===== config.mk =====
export PLATFORM = sky130hd
export DESIGN_NAME = button_debounce
export DESIGN_NICKNAME = d
export VERILOG_FILES = /design/src/rtl/button_debounce_pkg.sv /design/src/rtl/button_debounce_ch.sv /design/src/rtl/button_debounce.sv
export VERILOG_INCLUDE_DIRS = /design/src /design/src/rtl
export SDC_FILE = /design/constraint.sdc
export NUM_CORES = 1
export LEC_CHECK = 0
export ABC_AREA = 1
export CORE_MARGIN = 2
export CORE_UTILIZATION = 50
export CTS_BUF_LIST = sky130_fd_sc_hd__clkbuf_4 sky130_fd_sc_hd__clkbuf_8
export CTS_CLUSTER_DIAMETER = 30
export DETAILED_ROUTE_END_ITERATION = 16
export MAX_ROUTING_LAYER = met4
export PLACE_DENSITY = 0.78
export SYNTH_ARGS = -nofsm -noshare
export SYNTH_HDL_FRONTEND = slang
export SYNTH_HIERARCHICAL = 1
export SYNTH_SLANG_ARGS = --single-unit

===== constraint.sdc =====
create_clock -name I_clk -period 1.6 [get_ports I_clk]
set_input_delay 0.32 -clock I_clk [delete_from_list [all_inputs] [get_ports I_clk]]
set_output_delay 0.32 -clock I_clk [all_outputs]
set_load 0.05 [all_outputs]

===== src/rtl/button_pkg.vh =====
// Shared button constants, also included by the Wishbone button register.
// Pin polarity is active-low: a pressed button reads 0.
`ifndef BUTTON_PKG_VH
`define BUTTON_PKG_VH

`define BTN_PRESSED         1'b0
`define BTN_RELEASED        1'b1
`define BTN_NUM_BUTTONS     5
`define BTN_DEBOUNCE_CYCLES 250000
`define BTN_CNT_W           18

`endif


===== src/rtl/button_debounce_pkg.sv =====
// button_debounce_pkg
//   Purpose: constants and helpers shared by the button debouncer and its
//   per-channel sub-module. Defaults come from the board-wide button_pkg.vh,
//   so the debouncer and the Wishbone button register agree on polarity and
//   channel count.
//   Ports: none (package).
`include "button_pkg.vh"

package button_debounce_pkg;

  localparam logic BTN_PRESSED_LVL     = `BTN_PRESSED;
  localparam logic BTN_RELEASED_LVL    = `BTN_RELEASED;
  localparam int   DEF_NUM_BUTTONS     = `BTN_NUM_BUTTONS;
  localparam int   DEF_DEBOUNCE_CYCLES = `BTN_DEBOUNCE_CYCLES;
  localparam int   DEF_CNT_W           = `BTN_CNT_W;

  // Which pulse an accepted level change produces.
  typedef struct packed {
    logic press;
    logic rel;
  } btn_edge_t;

  // Classify the newly accepted debounced level as a press or a release.
  function automatic btn_edge_t classify_edge(input logic new_level);
    btn_edge_t edge_s;
    edge_s.press = (new_level == BTN_PRESSED_LVL);
    edge_s.rel   = (new_level == BTN_RELEASED_LVL);
    return edge_s;
  endfunction

endpackage


===== src/rtl/button_debounce_ch.sv =====
// button_debounce_ch
//   Purpose: one debounce channel. A 2-FF synchronizer feeds a saturating
//   counter; the debounced level only follows the synchronized pin after it
//   has disagreed with the current level for DEBOUNCE_CYCLES consecutive
//   clocks. A single agreeing clock restarts the count.
//   Ports:
//     I_clk      in   1  system clock
//     I_reset    in   1  synchronous active-high reset
//     I_raw      in   1  raw asynchronous pin level, 0 = pressed
//     O_level    out  1  debounced level, 0 = pressed (registered)
//     O_press    out  1  one-cycle pulse on an accepted 1->0 change (registered)
//     O_release  out  1  one-cycle pulse on an accepted 0->1 change (registered)
module button_debounce_ch
  import button_debounce_pkg::*;
#(
  parameter int DEBOUNCE_CYCLES = DEF_DEBOUNCE_CYCLES,
  parameter int CNT_W           = DEF_CNT_W
) (
  input  logic I_clk,
  input  logic I_reset,
  input  logic I_raw,
  output logic O_level,
  output logic O_press,
  output logic O_release
);

  localparam logic [CNT_W-1:0] CNT_LAST = CNT_W'(DEBOUNCE_CYCLES - 32'sd1);
  localparam logic [CNT_W-1:0] CNT_ONE  = CNT_W'(32'sd1);

  logic             sync1_r;
  logic             sync2_r;
  logic             level_r;
  logic             press_r;
  logic             release_r;
  logic [CNT_W-1:0] cnt_r;

  logic [CNT_W-1:0] cnt_nxt_s;
  logic             level_nxt_s;
  logic             press_nxt_s;
  logic             release_nxt_s;
  btn_edge_t        edge_s;

  // Debounce decision: clear, accept, or keep counting the mismatch run.
  always_comb begin
    cnt_nxt_s     = {CNT_W{1'b0}};
    level_nxt_s   = level_r;
    press_nxt_s   = 1'b0;
    release_nxt_s = 1'b0;
    edge_s        = classify_edge(sync2_r);
    if (sync2_r == level_r) begin
      cnt_nxt_s = {CNT_W{1'b0}};
    end else if (cnt_r == CNT_LAST) begin
      // Counter stops at CNT_LAST, so it can never wrap.
      level_nxt_s   = sync2_r;
      press_nxt_s   = edge_s.press;
      release_nxt_s = edge_s.rel;
    end else begin
      cnt_nxt_s = cnt_r + CNT_ONE;
    end
  end

  // Synchronizer, counter, level and pulse registers.
  always_ff @(posedge I_clk) begin
    if (I_reset) begin
      sync1_r   <= BTN_RELEASED_LVL;
      sync2_r   <= BTN_RELEASED_LVL;
      cnt_r     <= {CNT_W{1'b0}};
      level_r   <= BTN_RELEASED_LVL;
      press_r   <= 1'b0;
      release_r <= 1'b0;
    end else begin
      sync1_r   <= I_raw;
      sync2_r   <= sync1_r;
      cnt_r     <= cnt_nxt_s;
      level_r   <= level_nxt_s;
      press_r   <= press_nxt_s;
      release_r <= release_nxt_s;
    end
  end

  assign O_level   = level_r;
  assign O_press   = press_r;
  assign O_release = release_r;

endmodule


===== src/rtl/button_debounce.sv =====
// button_debounce
//   Purpose: conditions NUM_BUTTONS raw active-low push-button pins for the
//   Wishbone button register. Each channel is synchronized and debounced
//   independently; the debounced bus keeps pin polarity (0 = pressed).
//   Optional feature: define BUTTON_DEBOUNCE_IRQ_EN to build sticky press
//   flags (O_pending, write-1-to-clear via I_irq_clear, set wins over clear)
//   and O_irq = |pending. Without it O_pending/O_irq are tied to 0 and
//   I_irq_clear is ignored; the port list is the same either way.
//   Ports:
//     I_clk         in   1            system clock
//     I_reset       in   1            synchronous active-high reset
//     I_button_raw  in   NUM_BUTTONS  raw pin levels, async, 0 = pressed
//     O_button      out  NUM_BUTTONS  debounced levels, 0 = pressed
//     O_press       out  NUM_BUTTONS  one-cycle pulse per accepted press
//     O_release     out  NUM_BUTTONS  one-cycle pulse per accepted release
//     I_irq_clear   in   NUM_BUTTONS  write-1-to-clear pending bits
//     O_pending     out  NUM_BUTTONS  sticky press flags
//     O_irq         out  1            any pending flag set
module button_debounce
  import button_debounce_pkg::*;
#(
  parameter int NUM_BUTTONS     = DEF_NUM_BUTTONS,
  parameter int DEBOUNCE_CYCLES = DEF_DEBOUNCE_CYCLES,
  parameter int CNT_W           = DEF_CNT_W
) (
  input  logic                   I_clk,
  input  logic                   I_reset,
  input  logic [NUM_BUTTONS-1:0] I_button_raw,
  output logic [NUM_BUTTONS-1:0] O_button,
  output logic [NUM_BUTTONS-1:0] O_press,
  output logic [NUM_BUTTONS-1:0] O_release,
  input  logic [NUM_BUTTONS-1:0] I_irq_clear,
  output logic [NUM_BUTTONS-1:0] O_pending,
  output logic                   O_irq
);

  logic [NUM_BUTTONS-1:0] press_s;

  generate
    for (genvar gi = 0; gi < NUM_BUTTONS; gi++) begin : g_ch
      button_debounce_ch #(
        .DEBOUNCE_CYCLES (DEBOUNCE_CYCLES),
        .CNT_W           (CNT_W)
      ) u_ch (
        .I_clk     (I_clk),
        .I_reset   (I_reset),
        .I_raw     (I_button_raw[gi]),
        .O_level   (O_button[gi]),
        .O_press   (press_s[gi]),
        .O_release (O_release[gi])
      );
    end
  endgenerate

  assign O_press = press_s;

`ifdef BUTTON_DEBOUNCE_IRQ_EN
  logic [NUM_BUTTONS-1:0] pending_r;
  logic [NUM_BUTTONS-1:0] pending_nxt_s;
  logic                   irq_r;

  // Sticky flags: OR-ing the press in after the clear makes a set win.
  always_comb begin
    pending_nxt_s = (pending_r & ~I_irq_clear) | press_s;
  end

  // Pending and irq registers; irq tracks the new pending value.
  always_ff @(posedge I_clk) begin
    if (I_reset) begin
      pending_r <= {NUM_BUTTONS{1'b0}};
      irq_r     <= 1'b0;
    end else begin
      pending_r <= pending_nxt_s;
      irq_r     <= |pending_nxt_s;
    end
  end

  assign O_pending = pending_r;
  assign O_irq     = irq_r;
`else
  logic unused_irq_clear_s;

  assign unused_irq_clear_s = ^I_irq_clear;
  assign O_pending          = {NUM_BUTTONS{1'b0}};
  assign O_irq              = 1'b0;
`endif

endmodule


### Word-level counts from Yosys, hierarchy flattened

Cells that the tools add are included.
Widths: inputs -> output; s select.

* word-level logic and storage cells: 75
* output and inout port bits: 21
* ROM bits: 0
* RAM bits: 0
* register bits after elaboration: 115
* input port bits: 12
* bits in latches: 0
* memories kept: 0

* shifts and indexed selects: 0
* add/sub/neg operators: 5
* order comparisons: 0
* muxes and demuxes: 0
* reductions and logical operators: 15
* multiply operators: 0
* divide/modulo/power cells: 0
* equal/unequal tests: 10
* bitwise gates (word level): 15

Operators by type and width (number)
* $add 18x1->18 const B: 5
* $eq 18x18->1 const B: 5
* $reduce_or 3->1: 10
* $not 1->1: 15
* $reduce_and 2->1: 5
* $eq 1x1->1: 5

### Depth between registers and ports, before layout

Gate-level depths: netlist (run 1).

* word-level depth: 3
* mapped depth: 9
* depth with buffers taken out: 8

### By module

The synthesis (run 1) kept the hierarchy.

Modules (own cells, without submodules)
* button_debounce_ch: seq. area each 460.4 um^2, area an instance 1072.3 um^2, instances 5, cells each 152
* button_debounce: seq. area each 0.0 um^2, area an instance 48.8 um^2, instances 1, cells each 7

### Least setup slack after synthesis (run 1)

Ideal clock, no wire load.

* path kind: register -> register
* start: register g_ch[0].u_ch.level_r
* end: register g_ch[0].u_ch.cnt_r[16]
* stages on the path, launching flop included: 7
* clock period less this slack: 1.392 ns
* setup time: 0.070 ns
* setup slack: 0.208 ns
* arrival: 1.323 ns
* data required time: 1.530 ns
* path buffers: 1
* path through: dfxtp_1 > or2_2 > nand3_1 > inv_1 > nand2_4 > buf_6 > a21oi_1

* word-level cells in the longest chain between the ends: 2

RTL lines
* start, declared: RTL line button_debounce_ch.sv:32 `logic level_r;`
* start signal, assigned: RTL line button_debounce_ch.sv:75 `level_r <= level_nxt_s;`
* $eq 1x1->1: RTL line button_debounce_ch.sv:50 `if (sync2_r == level_r) begin`
* $reduce_or 3->1 (no line)
* end signal, assigned: RTL line button_debounce_ch.sv:67 `cnt_r <= {CNT_W{1'b0}};`
* end signal, assigned: RTL line button_debounce_ch.sv:74 `cnt_r <= cnt_nxt_s;`
* end, declared: RTL line button_debounce_ch.sv:35 `logic [CNT_W-1:0] cnt_r;`

Every way passes these cells.
A chain may end at the register's enable or synchronous reset.

### Final worst setup path (run 1)

* start: register g_ch[4].u_ch.cnt_r[1]
* end: register g_ch[4].u_ch.cnt_r[3]

* word-level cells in the longest chain between the ends: 2
* elaborated cells on any way between the ends: 3
* classes of those cells: add/sub (1); eq/ne (1); reduce/logical (1)

RTL lines (RTL line)
* start, declared: button_debounce_ch.sv:35
* start signal, assigned: button_debounce_ch.sv:67
* start signal, assigned: button_debounce_ch.sv:74
* parallel branches: the longest is 2 deep, another holds $add 18x1->18

Parallel ways; which one is timed is not known.

==> impl_metrics.json, run 1 <==
{
  "crit_slowest_cell": "dfxtp_1",
  "die_area_mm2": 0.01167,
  "fin_skew_ns": 0.009230,
  "synth_most_common_cell": "nand2_1",
  "period_share_pct": 91.81,
  "final_area_mm2": 0.006238,
  "via_per_inst": 4.754,
  "drtPass1Iterations": 4,
  "worstPathRequired_ns": 1.90,
  "antennaDiodeCount": 0,
  "dr_wl_met2_um": 4292,
  "cts_inserted_buffers": 17,
  "cellPowerDensity_mw_per_mm2": 906.1,
  "num_rows": 37,
  "grt_pass1_vias": 4078,
  "synth_top_area_share_pct": 42.55,
  "cts.clk_slew.worst_paths_ns": 0.07,
  "finalHoldViolCount": 0,
  "synth-edff-count": 0,
  "hold-worst-slack_ns": 0.4084,
  "portBuffers": 21,
  "antenna_left": 0,
  "hp-class": "flip-flop to flip-flop",
  "drt-total-wl_um": 9873,
  "crit_buf_inv": 0,
  "wl_met1_um": 5091,
  "wl_per_cell_um": 10.25,
  "clkSinkCount": 115,
  "crit_family": "simple AND/OR/NAND/NOR gates",
  "drive_gt1_share_pct": 13.91,
  "slowest_delay_ns": 0.35,
  "track_usage_pct": 19.06,
  "synth-async-reset-ratio_pct": 0,
  "cts_tree": "done",
  "netlist_top_cells_count": "nand2_1, nor2_1, dfxtp_1, inv_1, nand3_1",
  "seq_area_frac_synth_pct": 42.55,
  "setup_viol": 0,
  "hpwl_um": 7197,
  "synth_area_per_cell_um2": 7.054,
  "synth_area_mm2": 0.005410,
  "grt_pass1_wl_um": 17320,
  "leakage_uw": 0.002066,
  "grt_overflow": 0,
  "postSynthCellCount": 767,
  "start_util_pct": 51.94,
  "peakVddDrop_uv": 614.5,
  "wl_met3_um": 418,
  "arrival_ns": 1.77,
  "gp_congestion": 0.8493,
  "max-cap-violations": 0,
  "synth.area.top_cells": "dfxtp_1, nand2_1, nor2_1",
  "slew_viol_final": 0,
  "die_w_um": 108.0,
  "rsz0062_at_grt": "false",
  "synth_ff_type": "dfxtp_1",
  "die_y_um": 108.0,
  "critPathLaunchType": "flip-flop",
  "coreArea_mm2": 0.01042,
  "synth_cell_types": 23,
  "final_nets": 831,
  "antenna_found_initial": 0,
  "vias": 4578,
  "grt_max_degree": 19,
  "path_common_cell": "nand2_2",
  "period_minus_slack_ns": 1.469,
  "syn_to_final_growth_pct": 15.31,
  "synth_top_area_cell": "dfxtp_1",
  "drt_iter0_drc": 172,
  "yosysWarnings": 6,
  "placed_cell_area_mm2": 0.005831,
  "ios": 33,
  "fmax_mhz": 680.8,
  "clk_latency_ns": 0.43,
  "drc": 0,
  "cts-root-buf": "clkbuf_8",
  "crit_fanout": 18,
  "crit_path_end_kind": "flip-flop",
  "worstPathCellList": "ha_1, nand2_2, nor2_4, nand2_2, nor2_2, nand2_2, nand2_4, a21oi_1",
  "synth_seq_cells": 115,
  "path_class": "flip-flop to flip-flop",
  "cts_buffer_depth": 2,
  "highest_layer": "met4",
  "outcome": "finished, final reports clean",
  "fillCellCount": 980,
  "h-tree-depth": 4
}
-- state kept, by name (all words and copies together), names as in the netlist --
signal and count:
g_ch.u_ch/O_release 5, g_ch.u_ch/cnt_r 90, g_ch.u_ch/sync2_r 5, g_ch.u_ch/O_press 5, g_ch.u_ch/sync1_r 5, g_ch.u_ch/O_level 5
-- repair_timing --
item	CTS	global route
resized for setup	0	1
hold buffers	0	0
endpoints found under the setup margin	0	18
setup buffers	0	0
hold endpoints to repair	0	0
-- metal layers --
| layer | track usage (%) | up-vias |
|---|---|---|
| met5 | - | - |
| met4 | 4.853 | 0 |
| met3 | 6.088 | 8 |
| met2 | 29.02 | 76 |
| met1 | 24.63 | 2005 |
| li1 | - | 2489 |
-- cells by family after synthesis --
| group | count (synthesis) | synth area share, % |
|---|---|---|
| AOI/OAI and AO/OA | 55 | 5.435 |
| xor gates and xnor gates | 30 | 4.857 |
| adders and majority gates | 5 | 1.156 |
| buffers and inverters | 91 | 7.424 |
| DFF | 115 | 42.55 |
| other | 1 | 0.06931 |
| and+or+nand+nor | 470 | 38.51 |
-- cell usage in the layout (no fill, tap or decap) --
cell type,Yosys,routed
nand2_1,185,185
nor2_1,145,145
dfxtp_1,115,115
inv_1,80,80
nand3_1,45,45
a21oi_1,40,40
nor3_1,25,25
xor2_1,25,25
buf_4,6,23
clkbuf_8,0,17
nand2_2,15,15
or2_2,15,15
nor2_2,10,10
o21ai_0,10,10
nand4_1,10,10
conb_1,1,6
clkinvlp_4,0,6
clkdlybuf4s50_1,0,6
nor2_4,5,5
a21oi_2,5,5
nand3b_1,5,5
and3_1,5,5
xnor2_1,5,5
ha_1,5,5
buf_12,0,5
clkinv_4,0,4
nand2_4,5,4
inv_6,0,2
bufinv_16,0,2
clkbuf_4,0,1
nand2_8,0,1
-- power breakdown --
group          switching [µW]  internal [µW]  total (µW)
Combinational            74.7           40.1         115
Sequential               8.38           2880        2880
Clock                    1240           1410        2650
Total                    1320           4330        5650
-- worst paths after layout --
kind                    startpoint               endpoint  slack [ns]  depth (start not counted)
max          g_ch[4].u_ch/cnt_r[1]  g_ch[4].u_ch/cnt_r[3]        0.13                          8
min reg2reg   g_ch[2].u_ch/sync1_r   g_ch[2].u_ch/sync2_r        0.41                          1
max reg2reg  g_ch[4].u_ch/cnt_r[1]  g_ch[4].u_ch/cnt_r[3]        0.13                          8
min           g_ch[2].u_ch/sync1_r   g_ch[2].u_ch/sync2_r        0.41                          1
-- final cells by class --
cell class                      count  area [µm²]  share of cell area [%]
Clock inverter                     14       157.7                   2.527
Timing Repair Buffer               34       332.8                   5.335
Multi-Input combinational cell    566        2734                   43.82
Inverter                           80       300.3                   4.813
Tap cell                          136       170.2                   2.728
Clock buffer                       18       241.5                   3.871
Sequential cell                   115        2302                   36.90
-- stage by stage --
| step | setup slack [ns] | utilization, % | total power, µW | std cells | setup TNS [ns] |
|---|---|---|---|---|---|
| final | 0.1311 | 59.89 | 5653 | 963 | 0 |
| after global routing | 0.005306 | 59.89 | 5884 | 963 | 0 |
| after CTS | 0.1256 | 59.81 | 5735 | 963 | 0 |
| after detailed placement | -0.02905 | 55.98 | 3065 | 931 | -0.4833 |
| after global placement | -0.004702 | 55.98 | 3064 | 931 | -0.02285 |
| after floorplan | 0.2077 | - | 3038 | 772 | 0 |
-- worst reg2reg max path: stages, from the launching register on --
cell,delay [ns]
dfxtp_1,0.35
ha_1,0.19
nand2_2,0.08
nor2_4,0.17
nand2_2,0.10
nor2_2,0.12
nand2_2,0.09
nand2_4,0.19
a21oi_1,0.07
Note: power is estimated with default switching activity, not from simulation.
==> run 2, diff against run 1 <==
GPL_ROUTABILITY_DRIVEN = 1   (was not set)
==> results of run 2 <==
Final layout, timing and power as in run 1 (identical DEF).
==> run 3, diff against run 2 <==
PLACE_DENSITY = 0.69   (was 0.78)
SETUP_SLACK_MARGIN = 0.02   (was not set)
==> impl_metrics.json, run 3 (synthesis gave the netlist of run 1 again) <==
{
  "track_usage_pct": 20.12,
  "grt_pass1_wl_um": 18490,
  "arrival_ns": 1.80,
  "hold-worst-slack_ns": 0.4116,
  "grt_pass1_vias": 4488,
  "worst_slack_ns": 0.1089,
  "reg2reg_to": "g_ch[0].u_ch/cnt_r[14]",
  "drc": 0,
  "via_per_inst": 4.933,
  "vias": 4750,
  "fmax_mhz": 670.7,
  "drt-total-wl_um": 10580,
  "hp-class": "flip-flop to flip-flop",
  "layout_commonest_cell": "nand2_1",
  "grtUsageMet3_pct": 5.184,
  "worst-r2r-setup-slack_ns": 0.11,
  "finalHoldViolCount": 0,
  "gp_congestion": 0.8890,
  "final_area_mm2": 0.006277,
  "wl_per_cell_um": 10.99,
  "largest_reg_flops": 90,
  "coreArea_mm2": 0.01042,
  "hpwl_um": 7844,
  "cts_buffer_depth": 2,
  "fillCellCount": 993,
  "grt_overflow": 0,
  "p_comb_share_pct": 2.2,
  "clk_latency_ns": 0.42,
  "crit_family": "simple AND/OR/NAND/NOR gates",
  "top_register": "g_ch.u_ch/cnt_r",
  "path_class": "flip-flop to flip-flop",
  "portBuffers": 21,
  "dp.cells": 930,
  "power.switching_uw": 1142,
  "die_area_mm2": 0.01167,
  "stdcell_count": 963,
  "antenna_left": 0,
  "cts_inserted_buffers": 17,
  "critPathLaunchType": "flip-flop",
  "num_rows": 37,
  "start_util_pct": 51.94,
  "h-tree-depth": 4,
  "ios": 33,
  "outcome": "finished, final reports clean",
  "die_y_um": 108.0,
  "final_nets": 833,
  "cts.clk_slew.worst_paths_ns": 0.06,
  "drt_iter0_drc": 224,
  "placed_cell_area_mm2": 0.005823,
  "hold_path_depth": 1,
  "slowest_delay_ns": 0.34,
  "switching_share_pct": 20.60,
  "antenna_found_initial": 0,
  "period_share_pct": 93.19,
  "cts_tree": "done",
  "reg2reg_depth": 8,
  "setup_viol": 0,
  "grt_max_degree": 19,
  "antennaDiodeCount": 0,
  "rr_startpoint": "g_ch[0].u_ch/cnt_r[0]",
  "die_w_um": 108.0,
  "crit_fanout": 5,
  "drtPass1Iterations": 5,
  "worstHoldStart": "g_ch[2].u_ch/sync1_r",
  "fin_skew_ns": 0.006180,
  "max-cap-violations": 0,
  "fin_util_pct": 60.26,
  "place_ws_ns": -0.04267,
  "p_seq_share_pct": 52.1,
  "min_to": "g_ch[2].u_ch/sync2_r",
  "period_minus_slack_ns": 1.491,
  "crit_slowest_cell": "dfxtp_1",
  "met1_usage_pct": 23.07,
  "power.internal_uw": 4403,
  "clkSinkCount": 115,
  "use_met2_pct": 33.74,
  "leakage_uw": 0.002107,
  "drive_gt1_share_pct": 14.15,
  "final_cell_mix": "nand2_1, nor2_1, dfxtp_1",
  "grt-busiest-layer": "met2",
  "worstPathRequired_ns": 1.91,
  "worstPathCellList": "ha_2, nand2_2, nor2_4, nand2_2, nor2_2, nand2_4, nand2_2, a21oi_1",
  "crit_path_end_kind": "flip-flop",
  "crit_buf_inv": 0,
  "pwr-share-clk_pct": 45.7,
  "peakVddDrop_uv": 624.9,
  "cts-root-buf": "clkbuf_8",
  "slew_viol_final": 0,
  "syn_to_final_growth_pct": 16.03,
  "path_common_cell": "nand2_2",
  "cellPowerDensity_mw_per_mm2": 883.4
}
[run 3: metrics by stage]
stage	TNS [ns]	total power (µW)
2_1_floorplan	0	3038
3_3_place_gp	-0.06837	3064
3_5_place_dp	-0.8176	3068
4_1_cts	0	5619
5_1_grt	-0.001307	5744
6_report	0	5546
[run 3: cell type report]
type,count,area [µm²],share of cell area [%]
inverter,80,300.3,4.784
tap,136,170.2,2.711
clock buffer,26,332.8,5.302
multi-input combinational,568,2790,44.45
sequential,115,2303,36.70
timing repair buffer,34,332.8,5.302
clock inverter,4,47.55,0.7574
[run 3: power by group through the flow]
stage | logic (µW) | clock network (µW) | registers [µW]
floorplan | 88.4 | 0 | 2950
global placement | 114 | 0 | 2950
detailed placement | 117 | 0 | 2950
CTS | 117 | 2610 | 2890
global route | 133 | 2720 | 2890
finish | 121 | 2540 | 2890
[run 3: worst max-delay path by stage]
stage	slack, ns	to	startpoint	cells past startpoint
2_1_floorplan	0.21	g_ch[0].u_ch/cnt_r[16]	g_ch[0].u_ch/O_level	6
3_3_place_gp	-0.01	g_ch[1].u_ch/cnt_r[13]	I_reset	7
3_5_place_dp	-0.04	g_ch[1].u_ch/cnt_r[10]	I_reset	7
4_1_cts	0.09	g_ch[1].u_ch/cnt_r[10]	g_ch[1].u_ch/cnt_r[1]	8
5_1_grt	-0.001	g_ch[1].u_ch/cnt_r[16]	g_ch[1].u_ch/cnt_r[1]	7
6_report	0.11	g_ch[0].u_ch/cnt_r[14]	g_ch[0].u_ch/cnt_r[0]	8
[run 3: worst register-to-register path, cell delays in order, from the launching register on]
cell,delay (ns)
dfxtp_1,0.34
ha_2,0.19
nand2_2,0.08
nor2_4,0.19
nand2_2,0.10
nor2_2,0.17
nand2_4,0.13
nand2_2,0.14
a21oi_1,0.05
[run 3: routing by layer]
layer  share of wire, %  up-vias
li1                   -     2501
met1                 45     2164
met2                 49       70
met3                4.4       15
met4                1.6        0
met5                  0        -
[run 3: timing repair]
action	4_1_cts	5_1_grt
setup buffers	0	1
hold buffers	0	0
setup endpoints to repair	0	56
gates resized for setup	0	8
